===== src/rtl/game_sequencer.sv =====
// game_sequencer: top-level snake game controller.
//   - Decodes PS/2 set-2 scan codes (F0 break prefix, E0 extended prefix
//     ignored) into W/A/S/D direction, Space and (optionally) P commands.
//   - Runs the IDLE/RUN/PAUSE/OVER state machine and emits start/step pulses.
//   - Buffers up to two direction turns, applying at most one per step.
//   - Tracks score and shortens the step interval on each food eaten.
// Ports:
//   clk, rst          : clock, synchronous active-high reset
//   key, key_pressed  : scan code byte and its one-cycle strobe
//   snake_alive       : 0 signals a collision from the snake field
//   food_eaten        : one-cycle pulse from the snake field
//   start, step       : registered one-cycle pulses to the snake field
//   snake_dir         : 0=up 1=right 2=down 3=left
//   is_running        : high in RUN
//   game_over         : high in OVER
//   score             : food count, saturating at 255
// Optional feature macro: GAME_PAUSE_EN (P toggles RUN <-> PAUSE).
module game_sequencer #(
  parameter int TICK_CYCLES     = 12000000,
  parameter int MIN_TICK_CYCLES = 3000000,
  parameter int SPEEDUP_CYCLES  = 500000
) (
  input  logic       clk,
  input  logic       rst,
  input  logic [7:0] key,
  input  logic       key_pressed,
  input  logic       snake_alive,
  input  logic       food_eaten,
  output logic       start,
  output logic       step,
  output logic [1:0] snake_dir,
  output logic       is_running,
  output logic       game_over,
  output logic [7:0] score
);

  localparam int CW = $clog2(TICK_CYCLES + 1);
  localparam logic [CW-1:0] TICK_L = CW'(TICK_CYCLES);
  localparam logic [CW-1:0] MIN_L  = CW'(MIN_TICK_CYCLES);
  localparam logic [CW-1:0] SPD_L  = CW'(SPEEDUP_CYCLES);
  localparam logic [CW-1:0] ONE    = CW'(1);
  localparam logic [CW-1:0] TWO    = CW'(2);

  typedef enum logic [1:0] {S_IDLE, S_RUN, S_PAUSE, S_OVER} state_t;

  state_t        state_q, state_d;
  logic [CW-1:0] cnt_q, cnt_d;
  logic [CW-1:0] intv_q, intv_d;
  logic [1:0]    dir_q, dir_d;
  logic [1:0]    q0_q, q0_d, q1_q, q1_d;
  logic [1:0]    qn_q, qn_d;
  logic          brk_q, brk_d;
  logic [7:0]    score_q, score_d;
  logic          start_q, start_d;
  logic          step_q, step_d;
  logic          ign_q, ign_d;
  logic          run_q, run_d;
  logic          over_q, over_d;

  // Scan decode
  logic       kv_space, kv_dir;
  logic [1:0] kv_d;
`ifdef GAME_PAUSE_EN
  logic       kv_p;
`endif

  always_comb begin
    brk_d    = brk_q;
    kv_space = 1'b0;
    kv_dir   = 1'b0;
    kv_d     = 2'd0;
`ifdef GAME_PAUSE_EN
    kv_p     = 1'b0;
`endif
    // E0 is skipped entirely so an E0 F0 xx sequence still discards xx.
    if (key_pressed && key != 8'hE0) begin
      if (brk_q) brk_d = 1'b0;
      else if (key == 8'hF0) brk_d = 1'b1;
      else begin
        case (key)
          8'h1D: begin kv_dir = 1'b1; kv_d = 2'd0; end
          8'h23: begin kv_dir = 1'b1; kv_d = 2'd1; end
          8'h1B: begin kv_dir = 1'b1; kv_d = 2'd2; end
          8'h1C: begin kv_dir = 1'b1; kv_d = 2'd3; end
          8'h29: kv_space = 1'b1;
`ifdef GAME_PAUSE_EN
          8'h4D: kv_p = 1'b1;
`endif
          default: ;
        endcase
      end
    end
  end

  // Main sequencing
  logic       wrap, pop_t, alive_chk;
  logic [1:0] ref_dir;
  logic [31:0] iv;

  always_comb begin
    state_d = state_q;
    cnt_d   = cnt_q;
    intv_d  = intv_q;
    dir_d   = dir_q;
    q0_d    = q0_q;
    q1_d    = q1_q;
    qn_d    = qn_q;
    score_d = score_q;
    start_d = 1'b0;
    step_d  = 1'b0;
    ign_d   = start_q;
    ref_dir = dir_q;
    iv      = 32'(intv_q);
    // >= rather than == so a shortened interval wraps at once if overshot.
    wrap      = cnt_q >= intv_q - ONE;
    pop_t     = cnt_q == intv_q - TWO;
    // The field is still reinitialising on the start cycle and the next.
    alive_chk = !start_q && !ign_q;

    case (state_q)
      S_IDLE, S_OVER: begin
        if (kv_space) begin
          state_d = S_RUN;
          start_d = 1'b1;
          cnt_d   = '0;
          score_d = 8'd0;
          intv_d  = TICK_L;
          dir_d   = 2'd1;
          qn_d    = 2'd0;
        end
      end
      S_RUN: begin
        if (!snake_alive && alive_chk) begin
          state_d = S_OVER;
`ifdef GAME_PAUSE_EN
        end else if (kv_p) begin
          state_d = S_PAUSE;
`endif
        end else begin
          if (wrap) begin
            cnt_d  = '0;
            step_d = 1'b1;
          end else begin
            cnt_d = cnt_q + ONE;
          end
          // Pop one cycle ahead so snake_dir is settled during step.
          if (pop_t && qn_q != 2'd0) begin
            dir_d = q0_q;
            q0_d  = q1_q;
            qn_d  = qn_q - 2'd1;
          end
          // Push is checked against the post-pop tail.
          ref_dir = (qn_d == 2'd0) ? dir_d : (qn_d == 2'd1) ? q0_d : q1_d;
          if (kv_dir && qn_d != 2'd2 && kv_d != ref_dir && kv_d != (ref_dir ^ 2'd2)) begin
            if (qn_d == 2'd0) q0_d = kv_d;
            else              q1_d = kv_d;
            qn_d = qn_d + 2'd1;
          end
        end
        // Food counts even on the cycle the snake dies.
        if (food_eaten) begin
          if (score_q != 8'hFF) score_d = score_q + 8'd1;
          if (iv > 32'(MIN_TICK_CYCLES + SPEEDUP_CYCLES)) intv_d = intv_q - SPD_L;
          else                                             intv_d = MIN_L;
        end
      end
`ifdef GAME_PAUSE_EN
      S_PAUSE: begin
        if (kv_p) state_d = S_RUN;
      end
`endif
      default: ;
    endcase

    run_d  = state_d == S_RUN;
    over_d = state_d == S_OVER;
  end

  always_ff @(posedge clk) begin
    if (rst) begin
      state_q <= S_IDLE;
      cnt_q   <= '0;
      intv_q  <= TICK_L;
      dir_q   <= 2'd1;
      q0_q    <= 2'd0;
      q1_q    <= 2'd0;
      qn_q    <= 2'd0;
      brk_q   <= 1'b0;
      score_q <= 8'd0;
      start_q <= 1'b0;
      step_q  <= 1'b0;
      ign_q   <= 1'b0;
      run_q   <= 1'b0;
      over_q  <= 1'b0;
    end else begin
      state_q <= state_d;
      cnt_q   <= cnt_d;
      intv_q  <= intv_d;
      dir_q   <= dir_d;
      q0_q    <= q0_d;
      q1_q    <= q1_d;
      qn_q    <= qn_d;
      brk_q   <= brk_d;
      score_q <= score_d;
      start_q <= start_d;
      step_q  <= step_d;
      ign_q   <= ign_d;
      run_q   <= run_d;
      over_q  <= over_d;
    end
  end

  assign start      = start_q;
  assign step       = step_q;
  assign snake_dir  = dir_q;
  assign is_running = run_q;
  assign game_over  = over_q;
  assign score      = score_q;

endmodule

===== config.mk =====
export PLATFORM = sky130hd
export DESIGN_NAME = game_sequencer
export DESIGN_NICKNAME = d
export VERILOG_FILES = /design/src/rtl/game_sequencer.sv
export SDC_FILE = /design/constraint.sdc
export NUM_CORES = 1
export LEC_CHECK = 0
export CAP_MARGIN = 30
export CORE_ASPECT_RATIO = 0.5
export CORE_MARGIN = 1.5
export CORE_UTILIZATION = 50
export DETAILED_ROUTE_END_ITERATION = 10
export PLACE_DENSITY = 0.71
export SLEW_MARGIN = 15
export SYNTH_ARGS = -nofsm -noshare
export SYNTH_HDL_FRONTEND = slang
export SYNTH_SLANG_ARGS = --single-unit

===== constraint.sdc =====
create_clock -name clk -period 5.15 [get_ports clk]
set_clock_uncertainty 0.05 [all_clocks]
set_input_delay 0.7725 -clock clk [delete_from_list [all_inputs] [get_ports clk]]
set_output_delay 0.7725 -clock clk [all_outputs]
set_load 0.005 [all_outputs]

==> results of run 1 <==
what timing repair did:
item | in CTS | in global routing
setup buffers | 0 | 5
pin swaps | 0 | 4
setup endpoints to repair | 5 | 5
cloned | 0 | 0
gates resized for setup | 3 | 12
cells in the final DEF (no fill, tap or decap), types with 4 or more instances in the layout:
cell,instances
and3_1,13
clkbuf_16,9
nor4_1,6
and2_1,4
xor2_1,28
nor2_1,64
xnor2_1,19
nand2b_1,5
nand3b_1,4
or3_1,4
nor2b_1,9
a31oi_1,9
a21oi_1,37
dfxtp_1,67
nand2_1,56
a21o_1,7
buf_4,18
o21ai_0,24
a221o_1,5
nor3_1,19
ha_1,30
inv_1,19
nand3_1,30
nand4_1,14
or2_2,4
clkdlybuf4s50_1,26
power by group through the flow:
| stage | Clock, W | Combinational [W] | Sequential [W] |
|---|---|---|---|
| after floorplan | 0 | 0.000108 | 0.000542 |
| after global placement | 0 | 0.000145 | 0.000551 |
| after detailed placement | 0 | 0.000146 | 0.000551 |
| after CTS | 0.000660 | 0.000147 | 0.000540 |
| after global routing | 0.000681 | 0.000166 | 0.000542 |
| final | 0.000653 | 0.000148 | 0.000541 |
metrics by stage:
stage                     instances  setup WS (ns)  setup TNS, ns
final                           717          0.223              0
after global placement          695         0.0242              0
after CTS                       711         0.0733              0
after floorplan                 562         0.0971              0
after detailed placement        695         -0.168         -0.487
after global routing            717        -0.0902         -0.155
sequential cells by signal, summed over array words and instances, names as in the netlist:
register / cells
brk_q: 1
qn_q: 2
score: 8
ign_q: 1
intv_q: 19
q1_q: 2
start: 1
state_q: 2
game_over: 1
is_running: 1
q0_q: 2
snake_dir: 2
cnt_q: 24
step: 1
cell families (layout without fill, tap and decap cells):
family / count (synthesis) / in the layout / share of synthesized area [%]
AOI/OAI and AO/OA: 119 / 119 / 17.7
xor gates and xnor gates: 48 / 48 / 9.48
adders and majority gates: 31 / 31 / 8.75
buffers and inverters: 44 / 82 / 4.29
DFF: 67 / 67 / 30.3
muxes: 5 / 5 / 1.38
and+or+nand+nor: 248 / 248 / 28.1
routing by layer:
layer	vias up	share of wire, %
li1	2084	-
met1	1911	48
met2	81	45
met3	15	4.9
met4	0	1.3
met5	-	0
layout make-up:
| type | instances | area share (%) |
|---|---|---|
| Clock inverter | 5 | 1.48 |
| Tap cell | 117 | 2.79 |
| Sequential cell | 67 | 25.5 |
| Inverter | 21 | 1.50 |
| Clock buffer | 11 | 4.43 |
| Multi-Input combinational cell | 451 | 56.7 |
| Timing Repair Buffer | 45 | 7.62 |
critical path: stages, from the launching register on:
cell and delay (ns):
dfxtp_1 0.39, nor4_4 0.43, and2_2 0.24, nand2_1 0.10
nor4_4 0.28, nand2_1 0.14, xor2_1 0.18, ha_1 0.30
nand4_1 0.17, nor3_4 0.28, o2111ai_4 0.20, xnor2_2 0.23
inv_1 0.09, ha_1 0.20, or2_2 0.33, a2111oi_2 0.35
mux2_4 0.21, a311o_1 0.15, mux2_4 0.31, o32ai_2 0.18
how the worst min path moves through the flow:
| stage | cells past startpoint | to | slack [ns] |
|---|---|---|---|
| after floorplan | 2 | snake_dir[1] | 0.40 |
| after global placement | 2 | snake_dir[1] | 0.42 |
| after detailed placement | 2 | intv_q[6] | 0.42 |
| after CTS | 2 | snake_dir[1] | 0.43 |
| after global routing | 2 | intv_q[6] | 0.47 |
| final | 2 | snake_dir[1] | 0.44 |
==> flow_summary.yaml, run 1 <==
outcome:
  status: "complete, no violations"
timing:
  hold_ws_ns: 0.439
  fmax_mhz: 203
  worst_pin_slew_ns: 0.691
  fin_crit_ns: 4.93
  setup_violations: 0
  fin_crit_sh_pct: 95.7
  report.final.slew_viol_count: 0
  hold_viol_final: 0
  max_slew_margin_pct: 54.0
clock_tree:
  root_buffer: "clkbuf_16"
  ctsHtreeMaxLevel: 3
  ctsLongestPathBuffers: 2
  clkLatencyLatePin_ns: 0.34
  cts_buffers: 9
  clk_pin_slew_ns: 0.05
  hold_buffers: 0
  cts.sinks: 67
  cts_tree: "built"
floorplanning:
  core_mm2: 0.00865
  die_x_um: 136
  core.rowCount: 24
  start_util_pct: 51.3
  die_y_um: 69.6
  die_area_mm2: 0.00947
  ios: 27
cells_and_area:
  area_delta_synth_final_pct: 18.5
  final_cell_area_mm2: 0.00526
  nFillCells: 791
  num_antenna_cells: 0
  drive_gt1_share_pct: 10.5
  postLayoutCoreUtil_pct: 60.8
  nets: 639
  regArea_mm2: 0.00134
  multiInputGateArea_mm2: 0.00298
synthesis:
  avgSynthCellArea_um2: 7.89
  synth.area.top_cells: "dfxtp_1 (30%), ha_1 (8.7%), xor2_1 (5.5%)"
  netlist_area_mm2: 0.00443
  synth_ff_type: "dfxtp_1"
  synth_edf_count: 0
  ys_async_sr_fraction_pct: 0
  ys_ff_latch: 67
  yosysTopAreaCell: "dfxtp_1"
  synth_top_area_share_pct: 30.3
  seq_area_frac_synth_pct: 30.3
  yosys_warnings: 0
  synth_fp_nets: 606
  synth_most_common_cell: "dfxtp_1"
  synth_common_cells: "dfxtp_1 (67), nor2_1 (64), nand2_1 (56)"
  ys_types: 66
  syn_inst: 562
power:
  p_clk_share_pct: 48.7
  p_leak_nw: 2.04
  intPower_w: 0.00100
  p_sw_w: 0.000338
  power_w: 0.00134
  seqPwrFrac_pct: 40.3
  netSwitchingFraction_pct: 25.2
  power.density_mw_per_mm2: 255
  peakVddDrop_v: 0.000164
  power_frac_comb_pct: 11.1
setup_path:
  cp-end-kind: "register"
  critPathLaunchType: "register"
  rr_worst_depth: 19
  crit_start: "intv_q[10]"
  arrival_ns: 5.13
  crit_end: "qn_q[1]"
  worstSetupPathType: "register to register"
  cp.required_ns: 5.35
  r2r_setup_slack_ns: 0.22
  r2r_start: "intv_q[10]"
  r2r-end: "qn_q[1]"
  cp_max_fo: 7
drt:
  vias_per_cell: 5.71
  drc: 0
  first_pass_iters: 4
  wl_um: 10700
  postRouteAntennaNets: 0
  vias: 4091
  drt_iter0_markers: 235
  routedWlPerCell_um: 14.9
min_path:
  hold_start: "q0_q[1]"
  min_path_type: "register to register"
grt:
  grt-ovfl-total: 0
  grtUsageMet2_pct: 35.9
  met3_usage_pct: 5.63
  grt_max_degree: 21
  antenna_found_initial: 0
  track_usage_pct: 23.5
  grt_first_pass_wirelength_um: 17700
  busiest_layer: "met2"
  grtUsageMet1_pct: 32.8
  grt_pass1_vias: 3678
placed_design:
  postPlaceCellArea_mm2: 0.00483
  gp_congestion: 0.854
  io_buffer_count: 26
  hpwl_um: 7710
run:
  drv_cap: 0
Note: power is estimated with default switching activity, not from simulation.
==> inputs of run 2 (changes only) <==
--- a/config.mk
+++ b/config.mk
@@ -5,12 +5,13 @@
 export SDC_FILE = /design/constraint.sdc
 export NUM_CORES = 1
 export LEC_CHECK = 0
+export ABC_AREA = 1
 export CAP_MARGIN = 30
 export CORE_ASPECT_RATIO = 0.5
 export CORE_MARGIN = 1.5
 export CORE_UTILIZATION = 50
 export DETAILED_ROUTE_END_ITERATION = 10
-export PLACE_DENSITY = 0.71
+export PLACE_DENSITY = 0.7
 export SLEW_MARGIN = 15
 export SYNTH_ARGS = -nofsm -noshare
 export SYNTH_HDL_FRONTEND = slang
==> flow_summary.yaml, run 2 <==
setup_path:
  crit_top_cell: "nor2_1"
  slowest_delay_ns: 0.31
  r2r_setup_slack_ns: 0.50
  cp.required_ns: 5.34
  cpLargestDelayFamily: "simple AND/OR/NAND/NOR gates"
  worstSetupPathType: "register to register"
  arrival_ns: 4.84
  critPathLaunchType: "register"
  r2r-end: "q1_q[1]"
  cp_max_fo: 8
  r2r_start: "intv_q[5]"
  crit_buf_inv: 4
  cp-end-kind: "register"
  cpMaxStageDelayCell: "dfxtp_1"
  rr_worst_depth: 29
clock_tree:
  root_buffer: "clkbuf_16"
  clkLatencyLatePin_ns: 0.34
  cts_tree: "built"
  cts.sinks: 67
  hold_buffers: 0
  ctsHtreeMaxLevel: 3
  ctsLongestPathBuffers: 2
  cts-resized-gates: 0
  clk_pin_slew_ns: 0.06
  cts_buffers: 9
  post_cts_buffers: 0
synthesis:
  synth-adder-area-share_pct: 8.42
  synthMuxAreaShare_pct: 0
  yosysTopAreaCell: "dfxtp_1"
  ys_async_sr_fraction_pct: 0
  netlist_area_mm2: 0.00461
  ys_types: 48
  yosys_warnings: 0
  synth_common_cells: "nand2_1 (131), nor2_1 (94), inv_1 (90)"
  ys_ff_latch: 67
  synth_most_common_cell: "nand2_1"
  synth.area.top_cells: "dfxtp_1 (29%), nand2_1 (11%), ha_1 (8.4%)"
  synthSimpleGateAreaFrac_pct: 36.0
  seq_area_frac_synth_pct: 29.1
  synth_fp_nets: 730
  synth_top_family_by_area: "simple AND/OR/NAND/NOR gates"
  synth_top_area_share_pct: 29.1
  syn_inst: 686
  avgSynthCellArea_um2: 6.72
  synth_ff_type: "dfxtp_1"
  synth_xor_area_share_pct: 5.70
  synth_edf_count: 0
  synth_compound_area_share_pct: 11.8
timing:
  final.setup.tns_ns: 0
  setup_violations: 0
  fin_crit_ns: 4.65
  hold_viol_final: 0
  fin_crit_sh_pct: 90.4
  fmax_mhz: 215
  worst_pin_slew_ns: 0.557
  report.final.slew_viol_count: 0
  max_slew_margin_pct: 62.6
  rsz0062_at_grt: "false"
floorplanning:
  die_y_um: 70.9
  die_x_um: 139
  core.rowCount: 24
  die_area_mm2: 0.00984
  start_util_pct: 52.2
  core_mm2: 0.00883
  ios: 27
drt:
  vias_per_cell: 5.26
  drt_iter0_markers: 226
  routedWlPerCell_um: 12.8
  vias: 4394
  wl_um: 10700
  postRouteAntennaNets: 0
  drc: 0
  first_pass_iters: 5
cells_and_area:
  multiInputGateArea_mm2: 0.00288
  final_common_cell: "nand2_1"
  nFillCells: 838
  mostFrequentLayoutCells: "nand2_1 (131), nor2_1 (93), inv_1 (90)"
  num_antenna_cells: 0
  nets: 758
  largest_register: "cnt_q"
  area_delta_synth_final_pct: 15.0
  fin_cells: 836
  largest_reg_flops: 24
  regArea_mm2: 0.00134
  drive_gt1_share_pct: 8.07
outcome:
  status: "complete, no violations"
run:
  drv_cap: 0
power:
  p_leak_nw: 2.29
  peakVddDrop_v: 0.000161
  power.density_mw_per_mm2: 251
grt:
  grt_pass1_vias: 4005
  grt_max_degree: 25
  grt_first_pass_wirelength_um: 18500
  grt-ovfl-total: 0
  track_usage_pct: 23.2
  antenna_found_initial: 0
min_path:
  hold_start: "start"
  hold-path-endpoint: "ign_q"
  min_path_type: "register to register"
  hold_depth: 2
placed_design:
  io_buffer_count: 26
  hpwl_um: 8250
  gp_congestion: 0.912
  dp.cells: 820
[run 2: where the power goes]
part	switching, W	internal, W	total (W)
Combinational	0.000137	0.0000617	0.000198
Sequential	0.0000135	0.000531	0.000545
Clock	0.000252	0.000332	0.000584
Total	0.000402	0.000925	0.00133
[run 2: per-stage QoR]
step	setup WS (ns)	util, %	hold slack [ns]	instance area, um^2	power (W)
6_report	0.496	60.0	0.404	5300	0.00133
5_1_grt	0.0203	60.0	0.436	5300	0.00139
4_1_cts	0.182	59.7	0.410	5270	0.00134
3_5_place_dp	0.238	56.5	0.394	4990	0.000751
3_3_place_gp	0.384	56.5	0.377	4990	0.000749
2_1_floorplan	0.874	-	0.383	4610	0.000691
[run 2: worst reg2reg max path: cells and delay by family (launching register included)]
kind,cells,cell delay (ns)
adders and majority gates,3,0.85
AOI/OAI and AO/OA,2,0.25
DFF,1,0.31
and+or+nand+nor,19,2.62
buffers and inverters,4,0.42
xor gates and xnor gates,1,0.10
[run 2: cells by family after synthesis]
family                     after synthesis
adders and majority gates               31
AOI/OAI and AO/OA                       97
and+or+nand+nor                        354
DFF                                     67
buffers and inverters                  107
xor gates and xnor gates                30
[run 2: layer usage]
metal / routed length, um / global-route usage (%)
met3: 674 / 4.87
met4: 115 / 5.90
met1: 5070 / 30.8
met5: 0 / 0
met2: 4820 / 38.9
[run 2: layout make-up]
type,instances,area share [%]
clock buffers,9,4.25
repair buffers,30,5.48
flip-flops and latches,67,25.3
clock inverters,7,1.11
inverters,94,6.71
multi-input cells,512,54.4
well taps,117,2.76
[run 2: worst max-delay path by stage]
stage	startpoint	endpoint	slack (ns)	cells past startpoint
finish	intv_q[5]	q1_q[1]	0.50	29
global route	intv_q[5]	q1_q[1]	0.02	29
CTS	intv_q[5]	q1_q[1]	0.18	28
detailed placement	intv_q[5]	q1_q[1]	0.24	28
global placement	intv_q[5]	q1_q[1]	0.38	28
floorplan	intv_q[5]	q1_q[1]	0.87	29
==> inputs of run 3 (changes only) <==
--- a/config.mk
+++ b/config.mk
@@ -11,7 +11,8 @@
 export CORE_MARGIN = 1.5
 export CORE_UTILIZATION = 50
 export DETAILED_ROUTE_END_ITERATION = 10
-export PLACE_DENSITY = 0.7
+export DONT_BUFFER_PORTS = 1
+export PLACE_DENSITY = 0.67
 export SLEW_MARGIN = 15
 export SYNTH_ARGS = -nofsm -noshare
 export SYNTH_HDL_FRONTEND = slang
==> flow_summary.yaml, run 3 (synthesis results as in run 2) <==
drt:
  postRouteAntennaNets: 0
  drc: 0
  wl_um: 10600
  drt_iter0_markers: 292
  vias: 4289
  first_pass_iters: 5
  vias_per_cell: 5.31
  routedWlPerCell_um: 13.1
cells_and_area:
  mostFrequentLayoutCells: "nand2_1 (131), nor2_1 (94), inv_1 (90)"
  nets: 730
  area_delta_synth_final_pct: 8.34
  num_antenna_cells: 0
  largest_register: "cnt_q"
  drive_gt1_share_pct: 7.83
  final_common_cell: "nand2_1"
  largest_reg_flops: 24
floorplanning:
  die_area_mm2: 0.00984
  die_y_um: 70.9
  core.rowCount: 24
  die_x_um: 139
  ios: 27
  start_util_pct: 52.2
  core_mm2: 0.00883
timing:
  hold_viol_final: 0
  fmax_mhz: 214
  setup_violations: 0
  max_slew_margin_pct: 56.3
  report.final.slew_viol_count: 0
  fin_crit_ns: 4.68
  final.setup.tns_ns: 0
  hold_ws_ns: 0.416
  worst_pin_slew_ns: 0.655
  fin_crit_sh_pct: 90.9
power:
  p_clk_share_pct: 43.7
  p_leak_nw: 2.16
  seqPwrFrac_pct: 42.7
  power.density_mw_per_mm2: 256
  netSwitchingFraction_pct: 28.7
  p_sw_w: 0.000368
  intPower_w: 0.000913
  peakVddDrop_v: 0.000160
  power_frac_comb_pct: 13.6
setup_path:
  crit_top_cell: "nor2_1"
  arrival_ns: 4.85
  slowest_delay_ns: 0.31
  cp-end-kind: "register"
  cpMaxStageDelayCell: "dfxtp_1"
  critPathLaunchType: "register"
  cp_max_fo: 8
  cp.required_ns: 5.32
  worstSetupPathType: "register to register"
clock_tree:
  hold_buffers: 0
  clk_pin_slew_ns: 0.06
  ctsHtreeMaxLevel: 3
  cts_tree: "built"
  root_buffer: "clkbuf_16"
  cts.sinks: 67
  clkLatencyLatePin_ns: 0.33
  post_cts_buffers: 0
  cts_buffers: 9
  ctsLongestPathBuffers: 2
placed_design:
  io_buffer_count: 0
  hpwl_um: 8140
  gp_congestion: 0.874
grt:
  grt_first_pass_wirelength_um: 18500
  antenna_found_initial: 0
  grt_pass1_vias: 3951
  track_usage_pct: 23.0
  grt_max_degree: 25
  grt-ovfl-total: 0
min_path:
  min_path_type: "register to register"
outcome:
  status: "complete, no violations"
run:
  drv_cap: 0
## run 3: path summary, 6_finish.rpt
path	end	cells after the start	slack (ns)	start
worst max-delay path	q1_q[1]	28	0.47	intv_q[5]
worst min-delay path	qn_q[0]	2	0.42	qn_q[0]
worst max register to register	q1_q[1]	28	0.47	intv_q[5]
worst min register to register	qn_q[0]	2	0.42	qn_q[0]
## run 3: critical path: cells and delay by family (launching register included)
kind	cells	cell delay, ns
adder cells (fa/ha/maj)	3	0.83
buffers and inverters	4	0.41
flip-flops	1	0.31
AO/OA/AOI/OAI	1	0.13
AND/OR/NAND/NOR	18	2.48
XOR/XNOR	2	0.37
## run 3: cell type report
type / count / area [um^2]
timing repair buffer: 2 / 15.0
clock inverter: 5 / 30.0
sequential: 67 / 1340
tap: 117 / 146
multi-input combinational: 512 / 2870
inverter: 94 / 355
fill: 886 / 3840
clock buffer: 10 / 239
## run 3: repair_timing
action | 4_1_cts | 5_1_grt
endpoints found under the hold margin | 0 | 0
endpoints found under the setup margin | 0 | 6
gates resized for setup | 0 | 3
## run 3: power by group through the flow
stage	sequential, W	combinational (W)	clock (W)
4_1_cts	0.000546	0.000173	0.000569
3_3_place_gp	0.000557	0.000172	0
3_5_place_dp	0.000557	0.000173	0
6_report	0.000546	0.000174	0.000560
2_1_floorplan	0.000553	0.000138	0
5_1_grt	0.000548	0.000199	0.000594
## run 3: per-stage QoR
stage / std cells / util, % / instance area (um^2) / worst slack (ns) / power (W)
after global placement: 792 / 53.4 / 4710 / 0.485 / 0.000729
after floorplan: 686 / - / 4610 / 0.874 / 0.000691
after detailed placement: 792 / 53.4 / 4710 / 0.277 / 0.000730
after CTS: 807 / 56.4 / 4980 / 0.259 / 0.00129
final: 807 / 56.5 / 4990 / 0.469 / 0.00128
after global routing: 807 / 56.5 / 4990 / -0.00159 / 0.00134
## run 3: routing by layer
layer | part of all wire [%] | routed length [um] | track usage [%]
met1 | 52 | 5440 | 31.9
met2 | 43 | 4490 | 36.5
met4 | 1.2 | 123 | 5.67
met3 | 4.7 | 496 | 5.48
met5 | 0 | 0 | 0
==> edit 1 (flow settings as in run 1) <==
Add an input register stage for `key`, cleared by the reset; this delays it by one clock. The other inputs are not delayed to match. Comments in the files are not updated.
--- a/src/rtl/game_sequencer.sv
+++ b/src/rtl/game_sequencer.sv
@@ -45,2 +45,12 @@
 
+  logic [7:0] key_q;
+
+  always_ff @(posedge clk) begin
+    if (rst) begin
+      key_q <= '0;
+    end else begin
+      key_q <= key;
+    end
+  end
+
   state_t        state_q, state_d;
@@ -75,7 +85,7 @@
     // E0 is skipped entirely so an E0 F0 xx sequence still discards xx.
-    if (key_pressed && key != 8'hE0) begin
+    if (key_pressed && key_q != 8'hE0) begin
       if (brk_q) brk_d = 1'b0;
-      else if (key == 8'hF0) brk_d = 1'b1;
+      else if (key_q == 8'hF0) brk_d = 1'b1;
       else begin
-        case (key)
+        case (key_q)
           8'h1D: begin kv_dir = 1'b1; kv_d = 2'd0; end
Function: changed (a bounded check fails within 4 cycles, from zero or initial values and one cycle with rst high).
==> edit 1 against run 1 <==
- setup slack better by 0.065 ns
- wire length decreased by 0.17%
- final area rose by 3.3%
- die area is 4.5% higher
- critical endpoint is now q0_q[1]
- non-clock buffer count grew 4
- fmax up 1.3%
- area after synthesis increased by 4.7%
- sequential cell count up 8
- total power grew 4.8%
- clock power decreased by 9.6%
==> edit 1: results (changes against run 1) <==
[metrics] Reg-to-Reg Start: intv_q[5] (was intv_q[10])
[metrics] standby leakage power: 2.184 nW (was 2.043 nW)
[metrics] maximum vdd drop: 0.0001776 V (was 0.0001639 V)
[metrics] initial standard-cell utilization of the core: 0.5237 (was 0.5126)
[metrics] initial drt markers: 245 (was 235)
[metrics] routed wire length: 10640 microns (was 10660 microns)
[metrics] ranking of synthesized cells by area: dfxtp_1 32%, ha_1 8.4%, xor2_1 4.7% (was dfxtp_1 30%, ha_1 8.7%, xor2_1 5.5%)
[metrics] number of distinct library cells after synthesis: 62 (was 66)
[metrics] Worst Reg-to-Reg Cells: 21 (was 19)
[metrics] outcome: finished clean (unchanged)
[metrics] global-route usage over all layers: 0.2260 (was 0.2345)
[metrics] deepest clock path buffer count: 2 (unchanged)
[metrics] antenna violations before repair: 0 (unchanged)
[metrics] largest net degree at the start of global routing: 26 (was 21)
[metrics] post-placement worst setup slack: 0.02257 ns (was -0.1678 ns)
[metrics] sequential area share after synthesis: 0.3236 (was 0.3026)
[metrics] data required time at the worst endpoint: 5.34 ns (was 5.35 ns)
[metrics] number of nets in the finished design: 647 (was 639)
[metrics] signal arrival time at the worst endpoint: 5.05 ns (was 5.13 ns)
[metrics] setup slack, reg-to-reg: 0.29 ns (was 0.22 ns)
[metrics] clock transition at the register clock pins on the worst setup and hold paths after CTS: roughly 0.06 ns
[metrics] first-pass GRT wire length: 18110 microns (was 17690 microns)
[metrics] number of global-route vias before repair: 3795 (was 3678)
[metrics] hold_sp: brk_q (was q0_q[1])
[metrics] HP Class: reg -> reg (unchanged)
[metrics] # port buffers: 26 (unchanged)
[metrics] critical path peak fanout: 5 (was 7)
[metrics] placed wire-length estimate: 7759 microns (was 7715 microns)
[metrics] routability cong.: 0.8969 (was 0.8540)
[metrics] layout cell share with drive strength beyond 1: 0.09704 (was 0.1050)
[metrics] post-synthesis net count: 614 (was 606)
[metrics] most numerous cell types in the synthesized netlist: 75 x dfxtp_1, 58 x nor2_1, 40 x a21oi_1 (was 67 x dfxtp_1, 64 x nor2_1, 56 x nand2_1)
[metrics] start-to-end type of the worst setup path: reg -> reg (unchanged)
[metrics] total number of vias: 4136 (was 4091)
-- edit 1: cell types whose count changed in the layout (fill, tap and decap cells not counted), sizes merged, moves of 5 or more --
| cell | delta |
|---|---|
| nand2 | -18 |
| buf | +5 |
| mux2i | +5 |
| nor3b | +7 |
| dfxtp | +8 |
| nor2b | +8 |
| a31oi | -6 |
| a21o | +5 |
-- edit 1: critical path: stages, from the launching register on --
cell and delay (ns):
dfxtp_1 0.36, inv_1 0.11, ha_2 0.22, nor3b_4 0.22, nand4b_2 0.13, or3_4 0.37, nor3_2 0.15, xnor2_1 0.09
ha_1 0.30, nand4_1 0.12, nor3_2 0.21, nand3_2 0.15, or2_2 0.36, nor2_1 0.14, a21oi_2 0.07, ha_2 0.21
or4_1 0.50, and3_1 0.20, and4_4 0.21, nor2_2 0.13, mux2_1 0.34, o22ai_1 0.13
-- edit 1: per-stage QoR --
step,hold slack [ns],std cells,cell area [sq um]
3_3_place_gp,0.4107,707,5087
5_1_grt,0.4570,725,5430
6_report,0.4265,725,5430
3_5_place_dp,0.4211,707,5087
2_1_floorplan,0.4000,570,4639
4_1_cts,0.4290,723,5374
-- edit 1: routing by layer --
| layer | routed length (microns) | part of all wire | GRT usage | vias to the layer above |
|---|---|---|---|---|
| met2 | 4750 | 0.45 | 0.3648 | 98 |
| li1 | - | - | - | 2088 |
| met4 | 159 | 0.015 | 0.06619 | 0 |
| met1 | 5251 | 0.49 | 0.3031 | 1929 |
| met5 | 0 | 0 | 0 | - |
| met3 | 481 | 0.045 | 0.05484 | 21 |
-- edit 1: kinds of logic after synthesis --
logic type / count (synthesis) / synth area share
compound gates: 115 / 0.1551
xor+xnor: 45 / 0.09115
fa+ha+maj: 31 / 0.08360
buf+inv: 47 / 0.04126
flops: 75 / 0.3236
mux: 8 / 0.02023
simple gates: 249 / 0.2851
-- edit 1: power breakdown --
part / leakage, nW / internal, W / switching (W) / total (W)
registers: 0.607 / 0.000595 / 0.0000153 / 0.000611
logic: 1.44 / 0.0000826 / 0.000124 / 0.000207
clock network: 0.135 / 0.000351 / 0.000239 / 0.000590
-- edit 1: layout make-up --
class                           count  area [sq um]
Clock inverter                      4         25.02
Timing Repair Buffer               49         432.9
Multi-Input combinational cell    448          2993
Clock buffer                       12         256.5
Tap cell                          117         146.4
Fill cell                         758          3428
Sequential cell                    75          1501
Inverter                           20         75.07
-- edit 1: final timing paths --
kind,endpoint
max,q0_q[1]
min,brk_q
max reg2reg,q0_q[1]
min reg2reg,brk_q
-- edit 1: repair_timing --
| action | in CTS | in global routing |
|---|---|---|
| buffers inserted | 0 | 1 |
| pin swaps | 0 | 3 |
| setup endpoints to repair | 1 | 6 |
| resized for setup | 1 | 9 |
==> edit 2 (config.mk and constraints of run 1) <==
Without the edit above. The parameter `TICK_CYCLES` goes from 12000000 to 24000000.
--- a/src/rtl/game_sequencer.sv
+++ b/src/rtl/game_sequencer.sv
@@ -18,3 +18,3 @@
 module game_sequencer #(
-  parameter int TICK_CYCLES     = 12000000,
+  parameter int TICK_CYCLES     = 24000000,
   parameter int MIN_TICK_CYCLES = 3000000,
Behaviour: no difference found for any inputs over 10 cycles, from zero or initial values and one cycle with rst high; that may be too few to reach the edited logic, so the function may still have changed.
==> edit 2 against run 1 <==
- final area up 2.8%
- clock power up 6.4%
- area after synthesis increased by 5.7%
- highest routed layer unchanged
- setup slack improved by 0.20 ns
- total power up 5.1%
- sequential cell count grew 2
- first-iteration DRC count grew 82%
- die area up 5.5%
- wire length is 10% higher
==> edit 2: results (changes against run 1) <==
[metrics] number of global-route vias before repair: 3949 (was 3678)
[metrics] cell taking the most area after synthesis: dfxtp_1 (unchanged)
[metrics] Slowest cell on crit path: or3_1 (was nor4_4)
[metrics] global-route usage over all layers: 0.2450 (was 0.2345)
[metrics] maximum vdd drop: 0.0001655 V (was 0.0001639 V)
[metrics] Final ANT Viol Nets: 0 (unchanged)
[metrics] standby leakage power: 2.068 nW (was 2.043 nW)
[metrics] most numerous cell types in the synthesized netlist: 69 x dfxtp_1, 58 x nor2_1, 45 x nand2_1 (was 67 x dfxtp_1, 64 x nor2_1, 56 x nand2_1)
[metrics] layout cell share with drive strength beyond 1: 0.07818 (was 0.1050)
[metrics] post-placement worst setup slack: 0.3102 ns (was -0.1678 ns)
[metrics] buffer cell driving the clock tree root: clkbuf_16 (unchanged)
[metrics] WL/cell: 16.11 microns (was 14.87 microns)
[metrics] largest net degree at the start of global routing: 34 (was 21)
[metrics] worst slew slack as a fraction of its limit: 0.3333 (was 0.5395)
[metrics] total clock buffers created by CTS: 9 (unchanged)
[metrics] outcome: finished clean (unchanged)
[metrics] routability cong.: 0.8873 (was 0.8540)
[metrics] drt pass-1 iters: 5 (was 4)
[metrics] DRC violations left: 0 (unchanged)
[metrics] number of nets in the finished design: 653 (was 639)
[metrics] placed wire-length estimate: 8564 microns (was 7715 microns)
[metrics] switching share of total power: 0.2614 (was 0.2518)
[metrics] cell area after placement: 5054 sq um (was 4826 sq um)
[metrics] layout filler cell count: 789 (was 791)
[metrics] post-synthesis net count: 631 (was 606)
[metrics] sequential area share after synthesis: 0.2948 (was 0.3026)
[metrics] ranking of synthesized cells by area: dfxtp_1 29%, ha_1 8.3%, nor2_1 4.6% (was dfxtp_1 30%, ha_1 8.7%, xor2_1 5.5%)
[metrics] post-DR vias/cell: 6.062 (was 5.706)
[metrics] number of distinct library cells after synthesis: 66 (unchanged)
[metrics] stage delay of the slowest cell on the critical path: 0.45 ns (was 0.43 ns)
[metrics] first-pass GRT wire length: 19550 microns (was 17690 microns)
[metrics] initial drt markers: 427 (was 235)
[metrics] critical path peak fanout: 8 (was 7)
[metrics] clock transition at the register clock pins on the worst setup and hold paths after CTS: 0.06 ns
[metrics] antenna violations before repair: 0 (unchanged)
[metrics] flip-flop count of the largest register after layout: 25 (was 24)
==> edit 2: layout make-up <==
class	instances	area [sq um]	share of cell area
clock buffer	10	239.0	0.04424
clock inverter	6	93.84	0.01737
inverter	20	75.07	0.01390
multi-input combinational	472	3123	0.5782
sequential	69	1381	0.2557
tap	117	146.4	0.02710
timing repair buffer	37	342.8	0.06347
==> edit 2: cells by family after synthesis <==
kind of cell | after synthesis | synth area share
xor+xnor | 33 | 0.06462
compound gates | 155 | 0.2142
buf+inv | 46 | 0.04032
simple gates | 245 | 0.2849
fa+ha+maj | 31 | 0.08278
mux | 8 | 0.01842
flops | 69 | 0.2948
==> edit 2: power groups by stage <==
stage	clock network, W	registers, W	logic (W)
finish	0.000695	0.000553	0.000162
global route	0.000721	0.000554	0.000177
CTS	0.000705	0.000553	0.000160
detailed placement	0	0.000565	0.000159
global placement	0	0.000565	0.000157
floorplan	0	0.000557	0.000117
==> edit 2: through the flow <==
stage / power [W] / instances
after CTS: 0.001417 / 730
after detailed placement: 0.0007232 / 714
after global routing: 0.001453 / 731
after global placement: 0.0007213 / 714
final: 0.001411 / 731
after floorplan: 0.0006748 / 587
==> edit 2: path summary, 6_finish.rpt <==
kind / startpoint / end / slack [ns] / depth (start not counted)
max: intv_q[5] / qn_q[0] / 0.42 / 20
min: start / ign_q / 0.44 / 1
max reg2reg: intv_q[5] / qn_q[0] / 0.42 / 20
min reg2reg: start / ign_q / 0.44 / 1
==> edit 2: routing by layer <==
metal	GRT usage	wire [microns]	vias up
met5	0	0	-
met4	0.06550	148	0
met3	0.04211	752	18
met2	0.3665	4782	150
met1	0.3651	6095	2082
li1	-	-	2181
==> edit 2: timing repair <==
item,CTS,global route
setup buffers,0,1
setup endpoints to repair,0,6
resized for setup,0,1
